### config.mk
export PLATFORM = sky130hd
export DESIGN_NAME = fetch_stall_sequencer
export DESIGN_NICKNAME = d
export VERILOG_FILES = /design/src/rtl/pipeline_pkg.sv /design/src/rtl/sat_counter.sv /design/src/rtl/fetch_stall_sequencer.sv
export SDC_FILE = /design/constraint.sdc
export NUM_CORES = 1
export LEC_CHECK = 0
export BUFFER_PORTS_ARGS = -buffer_cell sky130_fd_sc_hd__buf_2
export CAP_MARGIN = 30
export CORE_MARGIN = 5
export CORE_UTILIZATION = 37
export DETAILED_ROUTE_END_ITERATION = 10
export PLACE_DENSITY = 0.71
export SLEW_MARGIN = 20
export SYNTH_ARGS = -nofsm -noshare
export SYNTH_HDL_FRONTEND = slang
export SYNTH_SLANG_ARGS = --single-unit
### constraint.sdc
create_clock -name Clk -period 2.9 [get_ports Clk]
set_input_delay 0.58 -clock Clk [delete_from_list [all_inputs] [get_ports Clk]]
set_output_delay 0.58 -clock Clk [all_outputs]
set_load 0.1 [all_outputs]
### src/rtl/pipeline_pkg.sv
// Shared constants for the fetch/decode pipeline registers.
// Includes the NOP encoding, the PC step and the empty decode control bundle.
package pipeline_pkg;

  localparam logic [31:0] NOP_INSTR = 32'h0000_0000;
  localparam logic [31:0] PC_STEP   = 32'd4;
  localparam int          CTRL_W    = 12;

  // An all-zero control bundle is a bubble: it writes nothing and reads nothing in EX.
  localparam logic [CTRL_W-1:0] CTRL_BUBBLE = '0;

endpackage

### src/rtl/sat_counter.sv
// Event counter with a synchronous clear.
// Once it reaches all-ones it holds that value instead of wrapping.
module sat_counter #(
  parameter int W = 16
) (
  input  logic         Clk,
  input  logic         Reset,
  input  logic         inc,
  output logic [W-1:0] count
);

  localparam logic [W-1:0] MAX = '1;

  always_ff @(posedge Clk) begin
    if (Reset) begin
      count <= '0;
    end else if (inc && (count != MAX)) begin
      count <= count + 1'b1;
    end
  end

endmodule

### src/rtl/fetch_stall_sequencer.sv
// Applies the hazard unit's stall, flush and bubble commands to the PC, IF/ID and ID/EX control registers.
// It also keeps saturating debug counters and a sticky stall watchdog.
module fetch_stall_sequencer #(
  parameter logic [31:0] RESET_PC    = 32'h0000_0000,
  parameter int          CTRL_W      = pipeline_pkg::CTRL_W,
  parameter int          CNT_W       = 16,
  parameter int          STALL_LIMIT = 8
) (
  input  logic              Clk,
  input  logic              Reset,
  input  logic              PCWrite,
  input  logic              IF_ID_Write,
  input  logic              control,
  input  logic              IF_ID_flush,
  input  logic              redirect_valid,
  input  logic [31:0]       redirect_target,
  input  logic [31:0]       instr_in,
  input  logic [CTRL_W-1:0] ID_ctrl_in,
  output logic [31:0]       PCResult,
  output logic [31:0]       IF_ID_Instr,
  output logic [31:0]       IF_ID_PCPlus4,
  output logic              IF_ID_valid,
  output logic [CTRL_W-1:0] ID_EX_Ctrl,
  output logic [CNT_W-1:0]  stall_cnt,
  output logic [CNT_W-1:0]  flush_cnt,
  output logic              stall_timeout
);

  import pipeline_pkg::NOP_INSTR;
  import pipeline_pkg::PC_STEP;
  import pipeline_pkg::CTRL_BUBBLE;

  localparam int                RUN_W    = $clog2(STALL_LIMIT + 1);
  localparam logic [RUN_W-1:0]  RUN_MAX  = RUN_W'(STALL_LIMIT);
  localparam logic [RUN_W-1:0]  RUN_TRIP = RUN_W'(STALL_LIMIT - 1);

  logic [31:0]      pc_plus4;
  logic             stall_cycle;
  logic [RUN_W-1:0] stall_run;

  assign pc_plus4    = PCResult + PC_STEP;
  assign stall_cycle = !PCWrite && !IF_ID_Write;

  // A redirect seen while PCWrite is low is dropped; ID re-presents it after the stall.
  always_ff @(posedge Clk) begin
    if (Reset) begin
      PCResult <= RESET_PC;
    end else if (PCWrite) begin
      if (redirect_valid) begin
        PCResult <= {redirect_target[31:2], 2'b00};
      end else begin
        PCResult <= pc_plus4;
      end
    end
  end

  always_ff @(posedge Clk) begin
    if (Reset || IF_ID_flush) begin
      IF_ID_Instr   <= NOP_INSTR;
      IF_ID_PCPlus4 <= '0;
      IF_ID_valid   <= 1'b0;
    end else if (IF_ID_Write) begin
      IF_ID_Instr   <= instr_in;
      IF_ID_PCPlus4 <= pc_plus4;
      IF_ID_valid   <= 1'b1;
    end
  end

  always_ff @(posedge Clk) begin
    if (Reset || !control || !IF_ID_valid) begin
      ID_EX_Ctrl <= CTRL_W'(CTRL_BUBBLE);
    end else begin
      ID_EX_Ctrl <= ID_ctrl_in;
    end
  end

  // The run length saturates at the limit so a very long stall cannot wrap it back below the trip point.
  always_ff @(posedge Clk) begin
    if (Reset) begin
      stall_run     <= '0;
      stall_timeout <= 1'b0;
    end else begin
      if (PCWrite) begin
        stall_run <= '0;
      end else if (stall_cycle && (stall_run != RUN_MAX)) begin
        stall_run <= stall_run + 1'b1;
      end
      if (stall_cycle && (stall_run >= RUN_TRIP)) begin
        stall_timeout <= 1'b1;
      end
    end
  end

  sat_counter #(.W(CNT_W)) u_stall_cnt (
    .Clk   (Clk),
    .Reset (Reset),
    .inc   (stall_cycle),
    .count (stall_cnt)
  );

  sat_counter #(.W(CNT_W)) u_flush_cnt (
    .Clk   (Clk),
    .Reset (Reset),
    .inc   (IF_ID_flush),
    .count (flush_cnt)
  );

endmodule
# Word-level counts from Yosys, hierarchy flattened
# Index checks and enable logic that the tools add are counted.
# classes
n_addsub	4
magnitude_cmp	1
eq_ne	3
mux	1
reduce_logical	13
# ops
op	n
$add 16x1->16 const B	2
$add 32x3->32 const B	1
$mux 32	1
$ne 16x16->1 const B	2
$logic_and 1x1->1	5
$add 4x1->4 const B	1
$ge 4x3->1 const B	1
$logic_not 1->1	4
$ne 4x4->1 const B	1
$logic_or 1x1->1	3
$reduce_or 2->1	1
# totals
regBits	146
in_bits	83
out_inout_bits	142
word_cells	31

# Depth between registers and ports, before layout
# logic_depth
ltp_word	3
depth_mapped	8

# Hierarchy
# Synthesis repeated with hierarchy kept, for this count alone.
# unflattened
hier_cells	753
area_unflattened_um2	6646.4
# modules_own_cells
module	n_inst	cells_per_inst	area_each_um2
fetch_stall_sequencer	1	555	4949.7
sat_counter	2	99	848.3

# Worst setup path before layout
# No wires, ideal clock.
# synth_timing
path_type	reg2reg
from	register PCResult[2]
to	register PCResult[30]
arrival_time_ps	2853
setup_slack_ps	-27
path_stages_with_launch	7
path_cell_list	dfxtp_1 -> ha_1 -> nand3_1 -> or2_2 -> or4_4 -> or3_1 -> a31oi_1
# synth_between
elab_chain_len	2
# synth_lines
item	line_no	text
start: declaration	fetch_stall_sequencer.sv:19	output logic [31:0] PCResult,
start signal: assignment	fetch_stall_sequencer.sv:50	PCResult <= {redirect_target[31:2], 2'b00};
start signal: assignment	fetch_stall_sequencer.sv:52	PCResult <= pc_plus4;
$add 32x3->32	fetch_stall_sequencer.sv:41	assign pc_plus4 = PCResult + PC_STEP;
$mux 32	fetch_stall_sequencer.sv:49	if (redirect_valid) begin
# Every way passes these cells.
# A chain may end at the register's enable or synchronous reset.

# Worst setup path after layout
# layout_timing
from	register PCResult[10]
to	register PCResult[30]
# Same word-level chain as after synthesis.

==> summary.md <==
| Metric | Value |
|---|---|
| DP Area | `7776 um2` |
| Synth cell types | `58` |
| Clock root buffer master | `clkbuf_16` |
| Maximum VDD drop | `0.0003596 V` |
| Post-cts sizing count | `0` |
| # DRC | `0` |
| Post-synthesis simple-gate area fraction | `22.60%` |
| Compound-Gate Fraction of Synth Area | `15.14%` |
| Comb pwr share | `16.3%` |
| N_diodes | `0` |
| CP Class | `flop to flop` |
| Vias in the first global route | `5847` |
| Design area | `around 8400 um2` |
| Area grow syn2layout | `29.22%` |
| Pint | `3.667 mW` |
| Initial core utilization | `a little under two fifths` |
| YS warnings | `0` |
| Critical Path AT | `2.76 ns` |
| Initial antenna violation count | `1` |
| FILL cells | `1736` |
| Register Area | `roughly 2800 um2` |
| Maximum clock frequency | `roughly 410 MHz` |
| Largest area contributor in the netlist | `dfxtp_1` |
| Vias after detailed routing | `about 6200` |
| # IOs | `around 230` |
| Die height | `about 140 um` |
| Max-cap violations | `0` |
| Clk Latency, worst-skew pair | `0.41 ns` |
| Die ar. | `between 20000 and 25000 um2` |
| Worst slew pin tran | `0.7757 ns` |
| Multi-input gate area | `3382 um2` |
| CTS Buf Count | `17` |
| Largest family of logic cells by synthesized area | `simple AND/OR/NAND/NOR gates` |
| WL per Instance | `16.26 um` |
| Switching part of the total | `30.01%` |
| Synthesized flop and latch total | `~140` |
| Setup Fix Bufs, Post-CTS | `0` |
| Final setup fails | `0` |
| Total power | `5.240 mW` |
| Post-DP HPWL | `13900 um` |
| Skew final | `between 0.007 and 0.008 ns` |
| CTS Buffer Depth | `2` |
| GRT Total Usage | `18.43%` |
| Num rows | `48` |
| Req. time, crit path | `3.24 ns` |
| Port-buffer cells | `218` |
| Global-route wire length before repair | `slightly above 30000 um` |
| Clock power share | `44.2%` |
| Nets | `approximately 1000` |
| Hold Fails Final Rpt | `0` |
| Final setup TNS | `0 ns` |
| RSZ-0062 raised after global routing | `no` |
| Die width | `142.6 um` |
| Ys async rst share | `0%` |
| Worst Setup End Kind | `flop` |
| Worst-path fanout max | `13` |
| Largest net degree at the start of global routing | `52` |
| Post-Synth Adder-Cell Area | `less than 1%` |
| Type of origin of the critical path | `flop` |
| CTS tree | `yes` |
| Final worst-path cycle share | `a little over four fifths` |
| Final Hold Slack | `0.3654 ns` |
| Mean Syn Cell Area | `8.695 um2` |
| Sequential area share after synthesis | `43.71%` |
| Synth Flop Type | `dfxtp_1` |
| CTS H-Tree Depth | `4` |
| Gp weighted congestion | `between 0.8 and 0.9` |
| Slew Viols, Final | `0` |
| Post-synthesis xor/xnor area fraction | `6.599%` |
| Post-Synthesis Cell Area | `6504 um2` |
| Sw power | `1.573 mW` |
| Type of the worst min-delay path | `input port to flop` |
| Post-Synthesis Cells | `748` |
| DRT Wirelength | `19310 um` |
| Relative slew margins | `around half` |
| Remaining antenna violation count | `0` |
| Drt pass-1 iters | `5` |
| Reg power frac | `a little under 40%` |
| P per Cell Area | `about 620 nW/um2` |
| Fin crit period | `about 2.4 ns` |
| Initial DRC count | `about 260` |
| Clk slew on worst S/H paths | `0.06 ns` |
| Core Area | `17300 um2` |
| Largest cells by area after synthesis | `dfxtp_1 44%, mux2i_1 6.5%, nor2_1 6.3%` |
| Share of layout cells above drive strength 1 | `between 20% and 30%` |
| CTS Sinks | `142` |
| Mux cell area share after synthesis | `between 6 and 7%` |
| Synth top area share | `between 40% and 50%` |
| GRT overflow | `0` |
| Status | `complete, no violations` |
| Leak | `3.777 nW` |
| EDFF count, synth | `0` |
| Hold buffers post-CTS | `0` |
| Via density | `around 5.3` |
==> cell type report <==
type                            instances  share of cell area, %
Tap cell                              225                  3.350
Inverter                               11                 0.4913
Multi-Input combinational cell        543                  40.24
Timing Repair Buffer                  234                  14.59
Sequential cell                       142                  33.85
Clock inverter                          9                  1.548
Clock buffer                           23                  5.925
==> power by group through the flow <==
stage	Combinational, mW	Sequential (mW)	Clock, mW
after floorplan	0.243	2.53	0
after global placement	0.852	2.11	0
after detailed placement	0.857	2.11	0
after CTS	0.859	2.07	2.38
after global routing	0.896	2.08	2.47
final	0.852	2.07	2.32
==> layout by cell type (no fill, tap or decap), drive strengths merged, types with 3 or more instances in the layout <==
master and count:
a22o 4, bufinv 3, a211oi 12, a32o 5, or4 7, o211ai 6, xnor2 20, o41ai 3
o21a 5, a22oi 6, ha 5, o22ai 4, and3 22, and4 11, nor4 6, nor3 13
a21o 5, buf 234, o31ai 3, dfxtp 142, conb 4, nand4 24, nand2b 4, xor2 29
o21ai 43, nor2 109, or3 8, nand3 27, a21oi 33, nand2 34, clkinv 4, a31oi 11
and2 15, clkbuf 23, inv 12, mux2i 42
==> sequential cells by signal, summed over array words and instances (netlist names) <==
register           count
ID_EX_Ctrl            12
IF_ID_Instr           32
IF_ID_PCPlus4         30
IF_ID_valid            1
PCResult              30
stall_run              4
stall_timeout          1
u_flush_cnt.count     16
u_stall_cnt.count     16
==> worst paths after layout <==
kind                                end                       start  cells after the start  slack [ns]
max reg2reg   PCResult[30]$_SDFFE_PP0P_   PCResult[10]$_SDFFE_PP0P_                      5        0.48
max           PCResult[30]$_SDFFE_PP0P_   PCResult[10]$_SDFFE_PP0P_                      5        0.48
min reg2reg  stall_timeout$_SDFFE_PP0P_  stall_timeout$_SDFFE_PP0P_                      2        0.46
min            ID_EX_Ctrl[6]$_SDFF_PP0_               ID_ctrl_in[6]                      2        0.37
==> critical path, cell delays in order (launching register included) <==
cell     delay, ns
dfxtp_1       0.47
and4_1        0.29
nand3_1       0.39
or4_4         0.69
or3_1         0.36
a31oi_1       0.15
==> synthesized netlist by cell type, types with 5 or more instances <==
master / n
dfxtp_1: 142
nor2_1: 109
mux2i_1: 42
o21ai_0: 42
clkbuf_1: 40
nand2_1: 34
a21oi_1: 33
xor2_1: 29
nand3_1: 26
nand4_1: 24
and3_1: 22
xnor2_1: 20
and2_1: 15
nor3_1: 13
a211oi_1: 12
a31oi_1: 11
and4_1: 11
inv_1: 11
buf_4: 8
or3_1: 8
a22oi_1: 6
nor4_1: 6
o211ai_1: 6
a21o_1: 5
a32o_1: 5
ha_1: 5
o21a_1: 5
==> cells by family (layout without fill, tap and decap cells) <==
family	after synthesis	in the layout
AO/OA/AOI/OAI	154	154
multiplexers	42	42
XOR/XNOR	49	49
buffers and inverters	66	277
AND/OR/NAND/NOR	289	289
flip-flops	142	142
adder cells (fa/ha/maj)	5	5
other	1	4
==> through the flow <==
step / util (%) / worst slack (ns) / cells
global route: 48.59 / 0.2983 / 1187
global placement: 44.96 / 0.5267 / 1155
detailed placement: 44.96 / 0.5087 / 1155
CTS: 48.59 / 0.5111 / 1187
finish: 48.59 / 0.4814 / 1187
floorplan: - / 0.1057 / 751
==> metal layers <==
metal  wire length (um)  vias to the layer above  GRT usage [%]
li1                   -                     3079              -
met1               8405                     2947          23.86
met2               9188                      184          29.97
met3               1310                       28          5.175
met4                387                        2          5.503
met5                 13                        -              0
Power figures use the tool's default switching activity.
